**src/rtl/shift_add_multiplier_if.sv**
```systemverilog
// Operand/control and result bundle for the shift-and-add multiplier.
// The master side drives operands and control; the slave side is the datapath.
interface shift_add_multiplier_if #(
   parameter int WIDTH = 8
);
   logic                 load_data;
   logic                 shift_en;
   logic                 extend;
   logic [WIDTH-1:0]     multiplicand;
   logic [WIDTH-1:0]     multiplier;
   logic [2*WIDTH-1:0]   product;
   logic                 mult_done;
   logic                 busy;

   modport master (
      output load_data, shift_en, extend, multiplicand, multiplier,
      input  product, mult_done, busy
   );

   modport slave (
      input  load_data, shift_en, extend, multiplicand, multiplier,
      output product, mult_done, busy
   );
endinterface

```
**src/rtl/shift_add_multiplier.sv**
```systemverilog
// Sequential signed/unsigned shift-and-add multiplier, one iteration per shift_en cycle.
// Define EARLY_TERM_EN to leave RUN as soon as the remaining multiplier magnitude is zero.
//
// state | meaning
// IDLE  | waiting for load_data
// PREP  | convert captured operands to magnitudes, latch result sign
// RUN   | one conditional add and shift per enabled cycle
// FIN   | apply sign and register the product
// DONE  | product valid, held until next load_data
module shift_add_multiplier #(
   parameter int WIDTH = 8
) (
   input  logic                  clk,
   input  logic                  rst,
   shift_add_multiplier_if.slave bus
);
   typedef enum logic [2:0] {IDLE, PREP, RUN, FIN, DONE} state_t;

   localparam int             CW   = $clog2(WIDTH + 1);
   localparam logic [CW-1:0]  LAST = CW'(WIDTH - 1);

`ifdef EARLY_TERM_EN
   localparam bit EARLY_TERM = 1'b1;
`else
   localparam bit EARLY_TERM = 1'b0;
`endif

   state_t               state;
   state_t               state_nxt;
   logic [2*WIDTH-1:0]   acc;
   logic [2*WIDTH-1:0]   mcand;
   logic [2*WIDTH-1:0]   product_r;
   logic [WIDTH-1:0]     mplier;
   logic [WIDTH-1:0]     mag_a;
   logic [WIDTH-1:0]     mag_b;
   logic                 sign;
   logic [CW-1:0]        count;
   logic                 last_step;
   logic                 prep_to_fin;

   // Operands sit raw in mcand/mplier until PREP turns them into magnitudes
   always_comb begin
      mag_a       = (bus.extend && mcand[WIDTH-1]) ? -mcand[WIDTH-1:0] : mcand[WIDTH-1:0];
      mag_b       = (bus.extend && mplier[WIDTH-1]) ? -mplier : mplier;
      last_step   = (count == LAST) || (EARLY_TERM && (mplier[WIDTH-1:1] == '0));
      prep_to_fin = EARLY_TERM && (mplier == '0);
   end

   always_ff @(posedge clk) begin
      if (rst) state <= IDLE;
      else     state <= state_nxt;
   end

   always_comb begin
      state_nxt = state;
      if (bus.load_data) begin
         state_nxt = PREP;
      end else if (bus.shift_en) begin
         case (state)
            PREP:    state_nxt = prep_to_fin ? FIN : RUN;
            RUN:     if (last_step) state_nxt = FIN;
            FIN:     state_nxt = DONE;
            default: state_nxt = state;
         endcase
      end
   end

   always_ff @(posedge clk) begin
      if (rst) begin
         acc       <= '0;
         mcand     <= '0;
         mplier    <= '0;
         sign      <= 1'b0;
         count     <= '0;
         product_r <= '0;
      end else if (bus.load_data) begin
         mcand  <= {{WIDTH{1'b0}}, bus.multiplicand};
         mplier <= bus.multiplier;
         acc    <= '0;
         count  <= '0;
         sign   <= 1'b0;
      end else if (bus.shift_en) begin
         case (state)
            PREP: begin
               mcand  <= {{WIDTH{1'b0}}, mag_a};
               mplier <= mag_b;
               sign   <= bus.extend & (mcand[WIDTH-1] ^ mplier[WIDTH-1]);
               acc    <= '0;
               count  <= '0;
            end
            RUN: begin
               if (mplier[0]) acc <= acc + mcand;
               mcand  <= mcand << 1;
               mplier <= mplier >> 1;
               count  <= count + 1'b1;
            end
            FIN: product_r <= sign ? -acc : acc;
            default: ;
         endcase
      end
   end

   assign bus.product   = product_r;
   assign bus.mult_done = (state == DONE);
   assign bus.busy      = (state == PREP) || (state == RUN) || (state == FIN);
endmodule

```
**src/flat_wrapper.sv**
```systemverilog
// flat-port wrapper written by rule: the top's interface ports become plain ports
module shift_add_multiplier_flat 
#(
   parameter int WIDTH = 8
)
  (clk, rst, bus_load_data, bus_shift_en, bus_extend, bus_multiplicand, bus_multiplier, bus_product, bus_mult_done, bus_busy);
  shift_add_multiplier_if #(.WIDTH(WIDTH)) bus_i ();
  input  logic clk;
  input  logic rst;
  input wire logic [$bits(bus_i.load_data)-1:0] bus_load_data;
  input wire logic [$bits(bus_i.shift_en)-1:0] bus_shift_en;
  input wire logic [$bits(bus_i.extend)-1:0] bus_extend;
  input wire logic [$bits(bus_i.multiplicand)-1:0] bus_multiplicand;
  input wire logic [$bits(bus_i.multiplier)-1:0] bus_multiplier;
  output wire logic [$bits(bus_i.product)-1:0] bus_product;
  output wire logic [$bits(bus_i.mult_done)-1:0] bus_mult_done;
  output wire logic [$bits(bus_i.busy)-1:0] bus_busy;
  assign bus_i.load_data = bus_load_data;
  assign bus_i.shift_en = bus_shift_en;
  assign bus_i.extend = bus_extend;
  assign bus_i.multiplicand = bus_multiplicand;
  assign bus_i.multiplier = bus_multiplier;
  assign bus_product = bus_i.product;
  assign bus_mult_done = bus_i.mult_done;
  assign bus_busy = bus_i.busy;
  shift_add_multiplier #(.WIDTH(WIDTH)) u_core (.clk(clk), .rst(rst), .bus(bus_i));
endmodule
```
**config.mk**
```make
export PLATFORM = sky130hd
export DESIGN_NAME = shift_add_multiplier_flat
export DESIGN_NICKNAME = d
export VERILOG_FILES = /design/src/rtl/shift_add_multiplier_if.sv /design/src/rtl/shift_add_multiplier.sv /design/src/flat_wrapper.sv
export SDC_FILE = /design/constraint.sdc
export NUM_CORES = 1
export LEC_CHECK = 0
export CAP_MARGIN = 40
export CORE_ASPECT_RATIO = 2
export CORE_MARGIN = 5
export CORE_UTILIZATION = 55
export DETAILED_ROUTE_END_ITERATION = 8
export PLACE_DENSITY = 0.77
export SLEW_MARGIN = 0
export SYNTH_ARGS = -nofsm -noshare
export SYNTH_HDL_FRONTEND = slang
export SYNTH_SLANG_ARGS = --single-unit
```
**constraint.sdc**
```tcl
create_clock -name clk -period 7.2 [get_ports clk]
set_clock_uncertainty 0.15 [all_clocks]
set_input_delay 1.44 -clock clk [delete_from_list [all_inputs] [get_ports clk]]
set_output_delay 1.44 -clock clk [all_outputs]
set_load 0.02 [all_outputs]
```
==> results of run 1 <==
## layer usage
metal	GRT usage	vias to the layer above	wire, um
met5	0	-	0
met4	0.1637	0	519
met3	0.05124	30	331
met2	0.4352	76	5430
met1	0.2230	1760	3653
li1	-	1882	-
## worst max-delay path, delay by kind of cell
kind	cells	cell delay, ps
buffers and inverters	1	550
and+or+nand+nor	5	1330
AOI/OAI and AO/OA	2	220
## registers in the layout, summed over array words and instances, names as in the netlist
register            flops
u_core.count            4
u_core.acc             16
u_core.sign             1
u_core.mplier           8
u_core.state            3
u_core.mcand           16
u_core.bus.product     16
## area by class of cell
class / count / area [um^2] / area share
multi-input cells: 396 / 2459 / 0.5292
flip-flops and latches: 64 / 1281 / 0.2758
repair buffers: 43 / 419.2 / 0.09022
clock buffers: 11 / 242.7 / 0.05225
well taps: 90 / 112.6 / 0.02424
inverters: 20 / 75.07 / 0.01616
clock inverters: 5 / 56.30 / 0.01212
## per-stage QoR
step / instances / cell area (um^2)
floorplan: 508 / 3923
global placement: 611 / 4330
detailed placement: 613 / 4347
CTS: 629 / 4646
global route: 629 / 4646
finish: 629 / 4646
## path summary, 6_finish.rpt
check	from	to	slack [ps]	cells past startpoint
worst max-delay path	bus_shift_en	u_core.mplier[2]	3700	8
worst min-delay path	u_core.bus.product[13]	u_core.bus.product[13]	300	2
worst max register to register	u_core.acc[0]	u_core.acc[14]	4420	10
worst min register to register	u_core.bus.product[13]	u_core.bus.product[13]	300	2
## cells by family after synthesis
family                     count (synthesis)
buffers and inverters                     48
AOI/OAI and AO/OA                        171
adders and majority gates                 20
xor gates and xnor gates                  23
and+or+nand+nor                          179
DFF                                       64
muxes                                      3
## cells in the final DEF (no fill, tap or decap), types with 4 or more instances in the layout
master,instances
sky130_fd_sc_hd__nor2_1,68
sky130_fd_sc_hd__dfxtp_1,64
sky130_fd_sc_hd__a21oi_1,48
sky130_fd_sc_hd__nand2_1,45
sky130_fd_sc_hd__clkdlybuf4s50_1,38
sky130_fd_sc_hd__o21ai_0,32
sky130_fd_sc_hd__a211oi_1,21
sky130_fd_sc_hd__inv_1,20
sky130_fd_sc_hd__ha_1,19
sky130_fd_sc_hd__xor2_1,16
sky130_fd_sc_hd__a22oi_1,15
sky130_fd_sc_hd__nor3_1,11
sky130_fd_sc_hd__and3_1,10
sky130_fd_sc_hd__a21o_1,9
sky130_fd_sc_hd__a211o_1,9
sky130_fd_sc_hd__clkbuf_16,9
sky130_fd_sc_hd__xnor2_1,7
sky130_fd_sc_hd__nor2b_1,6
sky130_fd_sc_hd__nand2b_1,6
sky130_fd_sc_hd__or3_1,5
sky130_fd_sc_hd__o31ai_1,5
sky130_fd_sc_hd__a221oi_1,5
sky130_fd_sc_hd__and2_1,4
sky130_fd_sc_hd__or2_2,4
sky130_fd_sc_hd__nand3_1,4
sky130_fd_sc_hd__nand4_1,4
sky130_fd_sc_hd__o21a_1,4
## power by group
group	switching, mW	leakage (nW)	internal (mW)
Clock	0.153	0.145	0.276
Sequential	0.0143	0.519	0.364
Combinational	0.0574	1.23	0.0500
## synthesized netlist by cell type, types with 3 or more instances
library cell	count
sky130_fd_sc_hd__or2_2	4
sky130_fd_sc_hd__nand4_1	4
sky130_fd_sc_hd__a22oi_1	15
sky130_fd_sc_hd__or3_4	3
sky130_fd_sc_hd__or3_1	5
sky130_fd_sc_hd__a221oi_1	5
sky130_fd_sc_hd__a211o_1	9
sky130_fd_sc_hd__o21ai_1	3
sky130_fd_sc_hd__buf_2	10
sky130_fd_sc_hd__a21oi_1	48
sky130_fd_sc_hd__inv_1	20
sky130_fd_sc_hd__nand3_1	4
sky130_fd_sc_hd__and3_1	10
sky130_fd_sc_hd__dfxtp_1	64
sky130_fd_sc_hd__nor2_1	68
sky130_fd_sc_hd__o2111ai_1	3
sky130_fd_sc_hd__o21a_1	4
sky130_fd_sc_hd__mux2i_1	3
sky130_fd_sc_hd__nor3_1	12
sky130_fd_sc_hd__xnor2_1	7
sky130_fd_sc_hd__clkbuf_1	17
sky130_fd_sc_hd__a211oi_1	21
sky130_fd_sc_hd__a21o_1	9
sky130_fd_sc_hd__o31ai_1	5
sky130_fd_sc_hd__nor2b_1	6
sky130_fd_sc_hd__nand2_1	45
sky130_fd_sc_hd__xor2_1	16
sky130_fd_sc_hd__nand2b_1	6
sky130_fd_sc_hd__ha_1	19
sky130_fd_sc_hd__and2_1	4
sky130_fd_sc_hd__o21ai_0	32
sky130_fd_sc_hd__nor3b_1	3
==> flow_summary.json, run 1 <==
{
  "outcome": "completed",
  "cts_inserted_buffers": 9,
  "route.final.wire_length_mm": 9.935,
  "routed_wire_length_per_instance_um": 15.79,
  "std_cell_rows": 43,
  "yosys.area_share.xor_xnor": 0.05136,
  "ctsRootBufferMaster": "sky130_fd_sc_hd__clkbuf_16",
  "place.detailed.hpwl_mm": 7.368,
  "timing.max_slew.rel_slack": 0.4592,
  "p_leak_nw": 1.899,
  "vias": 3748,
  "synth_adder_area_share": 0.06571,
  "critical_path_peak_fanout": 14,
  "core_area_mm2": 0.006940,
  "rd_place_congestion": 0.8431,
  "rsz0062_at_grt": "no",
  "floorplan.die.width_um": 69.72,
  "post_cts_resized": 0,
  "synth_simple_gate_area_share": 0.2147,
  "combinational_family_with_the_most_area_after_synthesis": "compound AO/OA/AOI/OAI gates",
  "cts_num_sinks": 64,
  "timing.final.ws_setup_ps": 3704,
  "setup-violations-final": 0,
  "cts-root-to-sink-buffers": 2,
  "synth_seq_area_share": 0.3266,
  "mappedNetlistNets": 549,
  "cts.hold.buffers_added": 0,
  "detailedRoute.firstPassIterationCount": 4,
  "worst_skew_pair.late_latency_ps": 330,
  "timing.critical_path.arrival_ps": 3550,
  "hold_slack_ps": 301.7,
  "drive_above_1_share": 0.06679,
  "synth_top_cell_area_share": 0.3266,
  "crit_slowest_cell": "sky130_fd_sc_hd__nor2_1",
  "synth.lib_cells_used.distinct": 51,
  "grt-ovfl-total": 0,
  "slew_violations": 0,
  "die_y_um": 129.4,
  "start_to_end_type_of_the_worst_setup_path": "in -> reg",
  "vias_per_std_cell": 5.959,
  "drv_cap": 0,
  "syn_inst": 508,
  "yosys.area.top_type": "sky130_fd_sc_hd__dfxtp_1",
  "grt_start_max_net_pins": 40,
  "avg_inst_size_synth_um2": 7.721,
  "global_route.usage.total": 0.2331,
  "hold_viol": 0,
  "edff_count_synth": 0,
  "tritoncts": "yes",
  "antenna_left": 0,
  "required_ps": 7250,
  "synth.mux.area_fraction": 0.007656,
  "maxClockFrequency_mhz": 286.0,
  "setup_total_negative_slack_ps": 0,
  "clkTransAtPathRegs_ps": 50,
  "post-layout-total-power_mw": 0.9152,
  "design.final.nets": 575,
  "synth_compound_gate_area_share": 0.2848,
  "drcViolationCount": 0,
  "io-pin-count": 39,
  "cells_along_the_critical_path": "clkdlybuf4s50_1, nor2b_1, nand2_1, a21oi_1, nor2_1, nor3_1, a21oi_1, nor2_1",
  "grt_pass1_vias": 3670,
  "pre_cts_slack_ps": 3392,
  "synth.top_cells.by_area": "sky130_fd_sc_hd__dfxtp_1 33%, sky130_fd_sc_hd__nor2_1 6.5%, sky130_fd_sc_hd__a21oi_1 6.1%",
  "critPathMaxStageDelay_ps": 630,
  "initialDrtViolationCount": 158,
  "yosys_warnings": 0,
  "critPathCaptureType": "flop",
  "antenna_found_initial": 0,
  "fin_crit_ps": 3496,
  "synthFlopType": "sky130_fd_sc_hd__dfxtp_1",
  "num-fill-cells": 614,
  "async_flop_share": 0,
  "antenna_cells_inserted": 0,
  "irDropWorstVdd_uv": 158.9,
  "power.density_mw_per_mm2": 197.0,
  "ys_ff_latch": 64,
  "initial_core_util": 0.5652,
  "worstSetupStartpointType": "input pin",
  "area_delta_synth_final_pct": 18.44,
  "place.port_buffers": 38,
  "grt_first_pass_wirelength_mm": 16.79,
  "cts_setup_buffers": 0,
  "design.die.area_mm2": 0.009023,
  "layout.core_utilization": 0.6694,
  "cell_area_after_synthesis_mm2": 0.003923,
  "htree_num_levels": 3,
  "hold_path_class": "reg -> reg",
  "tightestPinTransition_ps": 808.2,
  "timing.final.crit_share": 0.4856
}
Note: power is estimated with default switching activity, not from simulation.
==> inputs of run 2 (changes only) <==
==> constraint.sdc (replaced) <==
create_clock -name clk -period 3.5 [get_ports clk]
set_clock_uncertainty 0.15 [all_clocks]
set_input_delay 0.7 -clock clk [delete_from_list [all_inputs] [get_ports clk]]
set_output_delay 0.7 -clock clk [all_outputs]
set_load 0.02 [all_outputs]
==> run 2 against run 1 <==
  * Routed wire length is 0.16% higher
  * Highest routed layer unchanged
  * Via count grew 0.53%
  * Combinational power is 110% higher
  * Power increased by 100%
  * First-iteration DRC count increased by 44%
==> flow_summary.json, run 2 (synthesis results as in run 1) <==
{
  "clkTransAtPathRegs_ps": 50,
  "timing.rr.end": "u_core.acc[14]",
  "placed_area_mm2": 0.004353,
  "place.port_buffers": 38,
  "slew_violations": 0,
  "hold_path_end": "u_core.bus.product[12]",
  "drv_cap": 0,
  "cts-root-to-sink-buffers": 2,
  "grt_pass1_vias": 3661,
  "critPathCaptureType": "flop",
  "post_cts_resized": 0,
  "finalInstanceArea_mm2": 0.004642,
  "rd_place_congestion": 0.9181,
  "p_leak_nw": 1.896,
  "rr_startpoint": "u_core.acc[0]",
  "hold_slack_ps": 300.1,
  "cts.hold.buffers_added": 0,
  "dp.cells": 614,
  "maxClockFrequency_mhz": 360.8,
  "power.density_mw_per_mm2": 403.0,
  "detailedRoute.firstPassIterationCount": 5,
  "layout_cells_excl_fill": 629,
  "routed_wire_length_per_instance_um": 15.82,
  "drcViolationCount": 0,
  "place.detailed.hpwl_mm": 7.419,
  "grt-ovfl-total": 0,
  "required_ps": 3550,
  "tightestPinTransition_ps": 776.8,
  "floorplan.die.width_um": 69.72,
  "rsz0062_at_grt": "no",
  "worstSetupStartpointType": "input pin",
  "grt_first_pass_wirelength_mm": 16.64,
  "antenna_found_initial": 0,
  "crit_slowest_cell": "sky130_fd_sc_hd__nor2_1",
  "design.final.nets": 576,
  "ctsRootBufferMaster": "sky130_fd_sc_hd__clkbuf_16",
  "vias_per_std_cell": 5.990,
  "timing.hold.worst.start": "u_core.bus.product[12]",
  "irDropWorstVdd_uv": 281.3,
  "antenna_cells_inserted": 0,
  "timing.final.crit_share": 0.7918,
  "io-pin-count": 39,
  "timing.max_slew.rel_slack": 0.4802,
  "die_y_um": 129.4,
  "start_to_end_type_of_the_worst_setup_path": "in -> reg",
  "antenna_left": 0,
  "critical_path_peak_fanout": 14,
  "hold_path_class": "reg -> reg",
  "post-layout-total-power_mw": 1.871,
  "initialDrtViolationCount": 228,
  "hold_viol": 0,
  "grt_start_max_net_pins": 35,
  "cts_setup_buffers": 0,
  "initial_core_util": 0.5652,
  "route.final.wire_length_mm": 9.951,
  "global_route.usage.total": 0.2273,
  "drive_above_1_share": 0.06494,
  "design.die.area_mm2": 0.009023,
  "cts_inserted_buffers": 9,
  "htree_num_levels": 3,
  "cts_num_sinks": 64,
  "setup_total_negative_slack_ps": 0,
  "area_delta_synth_final_pct": 18.34,
  "timing.reg2reg.worst_path_depth": 10,
  "tritoncts": "yes",
  "core_area_mm2": 0.006940,
  "layout_commonest_cell": "sky130_fd_sc_hd__nor2_1",
  "fin_crit_ps": 2771,
  "cells_along_the_critical_path": "clkdlybuf4s50_1, nor2b_1, nand2_1, a21oi_1, nor2_1, nor3_1, a21oi_1, nor2_1",
  "mostFrequentLayoutCells": "68 x sky130_fd_sc_hd__nor2_1, 64 x sky130_fd_sc_hd__dfxtp_1, 48 x sky130_fd_sc_hd__a21oi_1, 45 x sky130_fd_sc_hd__nand2_1, 38 x sky130_fd_sc_hd__clkdlybuf4s50_1",
  "critPathMaxStageDelay_ps": 610,
  "ff2ff_setup_slack_ps": 760,
  "worst_skew_pair.late_latency_ps": 330,
  "vias": 3768,
  "outcome": "completed",
  "worst_hold_path.num_cells": 2,
  "setup-violations-final": 0,
  "timing.critical_path.arrival_ps": 2820,
  "std_cell_rows": 43
}
[run 2: cell types whose count changed in the layout (fill, tap and decap cells not counted), sizes merged]
cell | before | now
buf | 5 | 6
clkbuf | 11 | 12
clkinv | 3 | 1
[run 2: worst max-delay path: cells and delay by family]
| kind | cells | cell delay [ps] |
|---|---|---|
| AOI/OAI and AO/OA | 2 | 260 |
| buffers and inverters | 1 | 540 |
| and+or+nand+nor | 5 | 1320 |
[run 2: stage by stage]
step	worst slack [ps]	utilization
4_1_cts	759.9	0.6688
5_1_grt	486.5	0.6688
3_5_place_dp	467.6	0.6272
3_3_place_gp	544.2	0.6272
6_report	728.8	0.6688
2_1_floorplan	1150	-
[run 2: per-layer routing]
layer | wire, um | up-vias | GRT usage
li1 | - | 1877 | -
met1 | 3799 | 1768 | 0.2300
met2 | 5274 | 84 | 0.4093
met3 | 332 | 39 | 0.04425
met4 | 544 | 0 | 0.1682
met5 | 0 | - | 0
[run 2: worst max-delay path by stage]
stage                         start          endpoint  slack [ps]  cells past startpoint
floorplan             u_core.acc[0]    u_core.acc[14]        1150                     10
global placement       bus_shift_en  u_core.mplier[2]         540                      8
detailed placement     bus_shift_en  u_core.mplier[0]         470                      7
CTS                 u_core.mcand[0]    u_core.acc[14]         760                     10
global route           bus_shift_en  u_core.mplier[2]         490                      8
finish                 bus_shift_en  u_core.mplier[2]         730                      8
[run 2: power by group]
part	internal [mW]	leakage [nW]	switching, mW
Combinational	0.103	1.24	0.120
Clock	0.565	0.139	0.304
Sequential	0.748	0.519	0.0299
[run 2: final cells by class]
class                      count  area, um^2
sequential                    64        1281
inverter                      20       75.07
clock buffer                  12       246.5
fill                         604        2298
tap                           90       112.6
multi-input combinational    396        2459
timing repair buffer          44       425.4
clock inverter                 3       42.54
==> inputs of run 3 (changes only) <==
--- a/config.mk
+++ b/config.mk
@@ -8,7 +8,7 @@
 export CAP_MARGIN = 40
 export CORE_ASPECT_RATIO = 2
 export CORE_MARGIN = 5
-export CORE_UTILIZATION = 55
+export CORE_UTILIZATION = 52
 export DETAILED_ROUTE_END_ITERATION = 8
 export PLACE_DENSITY = 0.77
 export SLEW_MARGIN = 0
==> constraint.sdc (replaced) <==
create_clock -name clk -period 2.5 [get_ports clk]
set_clock_uncertainty 0.15 [all_clocks]
set_input_delay 0.5 -clock clk [delete_from_list [all_inputs] [get_ports clk]]
set_output_delay 0.5 -clock clk [all_outputs]
set_load 0.02 [all_outputs]
==> run 3 against run 2 <==
  * Combinational power is 53% higher
  * Design area is 5.2% higher
  * Via count is 3.5% higher
  * Clock-buffer cell count stayed put
  * Die area is 5.1% higher
  * Routed wire length is 11% higher
  * Highest routed layer unchanged
==> flow_summary.json, run 3 (synthesis results as in run 1) <==
{
  "start_to_end_type_of_the_worst_setup_path": "in -> reg",
  "slew_violations": 0,
  "timing.critical_path.mode_cell": "sky130_fd_sc_hd__nor2_1",
  "crit_slowest_cell": "sky130_fd_sc_hd__nor2_1",
  "post-layout-total-power_mw": 2.704,
  "drv_cap": 0,
  "std_cell_rows": 44,
  "global_route.usage.total": 0.2436,
  "required_ps": 2550,
  "maxClockFrequency_mhz": 421.2,
  "hold_path_class": "reg -> reg",
  "p_int_mw": 2.047,
  "p_leak_nw": 2.053,
  "clkTransAtPathRegs_ps": 50,
  "setup-violations-final": 0,
  "vias": 3900,
  "mostFrequentLayoutCells": "68 x sky130_fd_sc_hd__nor2_1, 63 x sky130_fd_sc_hd__dfxtp_1, 47 x sky130_fd_sc_hd__a21oi_1, 45 x sky130_fd_sc_hd__nand2_1, 38 x sky130_fd_sc_hd__clkdlybuf4s50_1",
  "die_y_um": 132.8,
  "vias_per_std_cell": 5.927,
  "power.density_mw_per_mm2": 553.5,
  "worst_skew_pair.late_latency_ps": 330,
  "hold_viol": 0,
  "antenna_left": 0,
  "antenna_cells_inserted": 0,
  "power.clock.fraction": 0.473,
  "initialDrtViolationCount": 205,
  "seq_power_share": 0.401,
  "cts_setup_buffers": 0,
  "htree_num_levels": 3,
  "antenna_found_initial": 0,
  "grt_start_max_net_pins": 34,
  "grt_pass1_vias": 4028,
  "irDropWorstVdd_uv": 499.7,
  "cts_inserted_buffers": 9,
  "initial_core_util": 0.5357,
  "floorplan.die.width_um": 71.42,
  "routed_wire_length_per_instance_um": 16.73,
  "fin_crit_ps": 2374,
  "critPathMaxStageDelay_ps": 690,
  "core_area_mm2": 0.007322,
  "detailedRoute.firstPassIterationCount": 4,
  "grt-ovfl-total": 0,
  "dp.cells": 643,
  "timing.final.crit_share": 0.9498,
  "layout_commonest_cell": "sky130_fd_sc_hd__nor2_1",
  "rd_place_congestion": 0.9268,
  "worstSetupStartpointType": "input pin",
  "drcViolationCount": 0,
  "place.detailed.hpwl_mm": 8.254,
  "cts-root-to-sink-buffers": 2,
  "design.final.nets": 603,
  "family_with_the_most_delay_on_the_worst_path": "simple AND/OR/NAND/NOR gates",
  "timing.critical_path.arrival_ps": 2430,
  "p_sw_frac": 0.2428,
  "outcome": "completed",
  "critical_path_buf_inv_count": 1,
  "layout_cells_excl_fill": 658,
  "tightestPinTransition_ps": 883.0,
  "place.port_buffers": 38,
  "p_switching_mw": 0.6564,
  "tritoncts": "yes",
  "ctsRootBufferMaster": "sky130_fd_sc_hd__clkbuf_16",
  "grt_first_pass_wirelength_mm": 18.59,
  "cells_along_the_critical_path": "clkdlybuf4s50_1, nor2b_1, nand2_1, a21oi_1, nor2_1, nor2_1, a21oi_1, nor2_1",
  "drive_above_1_share": 0.1219,
  "design.die.area_mm2": 0.009486,
  "route.final.wire_length_mm": 11.01,
  "timing.max_slew.rel_slack": 0.4092,
  "cts_num_sinks": 64,
  "area_delta_synth_final_pct": 24.53,
  "critPathCaptureType": "flop",
  "critical_path_peak_fanout": 14,
  "io-pin-count": 39,
  "share_of_total_power_in_combinational_logic": 0.126
}
[run 3: power groups by stage]
stage / Clock [mW] / Combinational (mW) / Sequential, mW
6_report: 1.28 / 0.341 / 1.08
4_1_cts: 1.29 / 0.337 / 1.08
3_5_place_dp: 0 / 0.330 / 1.10
2_1_floorplan: 0 / 0.232 / 1.09
3_3_place_gp: 0 / 0.321 / 1.10
5_1_grt: 1.35 / 0.373 / 1.09
[run 3: routing by layer]
layer	GRT usage	routed length (um)
met1	0.2417	4016
met4	0.1653	563
met5	0	0
met3	0.04252	342
met2	0.4421	6089
[run 3: worst min-delay path, delay by kind of cell, from the launching register on]
family,cells,cell delay [ps]
AOI/OAI and AO/OA,1,50
DFF,1,300
and+or+nand+nor,1,50
[run 3: worst paths after layout]
path	startpoint	end	slack [ps]	cells past startpoint
setup / recovery	bus_shift_en	u_core.mplier[1]	130	8
hold / removal	u_core.bus.product[9]	u_core.bus.product[9]	300	2
setup reg to reg	u_core.state[2]	u_core.mplier[1]	130	7
hold reg to reg	u_core.bus.product[9]	u_core.bus.product[9]	300	2
[run 3: cell type report]
| type | count | area (um^2) |
|---|---|---|
| clock inverters | 3 | 40.04 |
| inverters | 20 | 75.07 |
| multi-input cells | 396 | 2477 |
| repair buffers | 71 | 628.1 |
| well taps | 92 | 115.1 |
| fillers | 612 | 2437 |
| clock buffers | 12 | 266.5 |
| flip-flops and latches | 64 | 1282 |
[run 3: what timing repair did]
action	CTS	global route
hold buffers	0	0
pin swaps	0	1
setup endpoints to repair	3	5
resized for setup	2	6
[run 3: stage by stage]
step	hold slack, ps	utilization	TNS (ps)	cell area, um^2	setup slack (ps)
after floorplan	313.5	-	0	3923	149.7
after global placement	292.9	0.6225	0	4558	42.25
after detailed placement	296.2	0.6225	-23.29	4558	-23.29
after CTS	303.2	0.6651	0	4870	15.78
after global routing	332.2	0.6671	-29.59	4885	-16.45
final	300.0	0.6671	0	4885	125.6
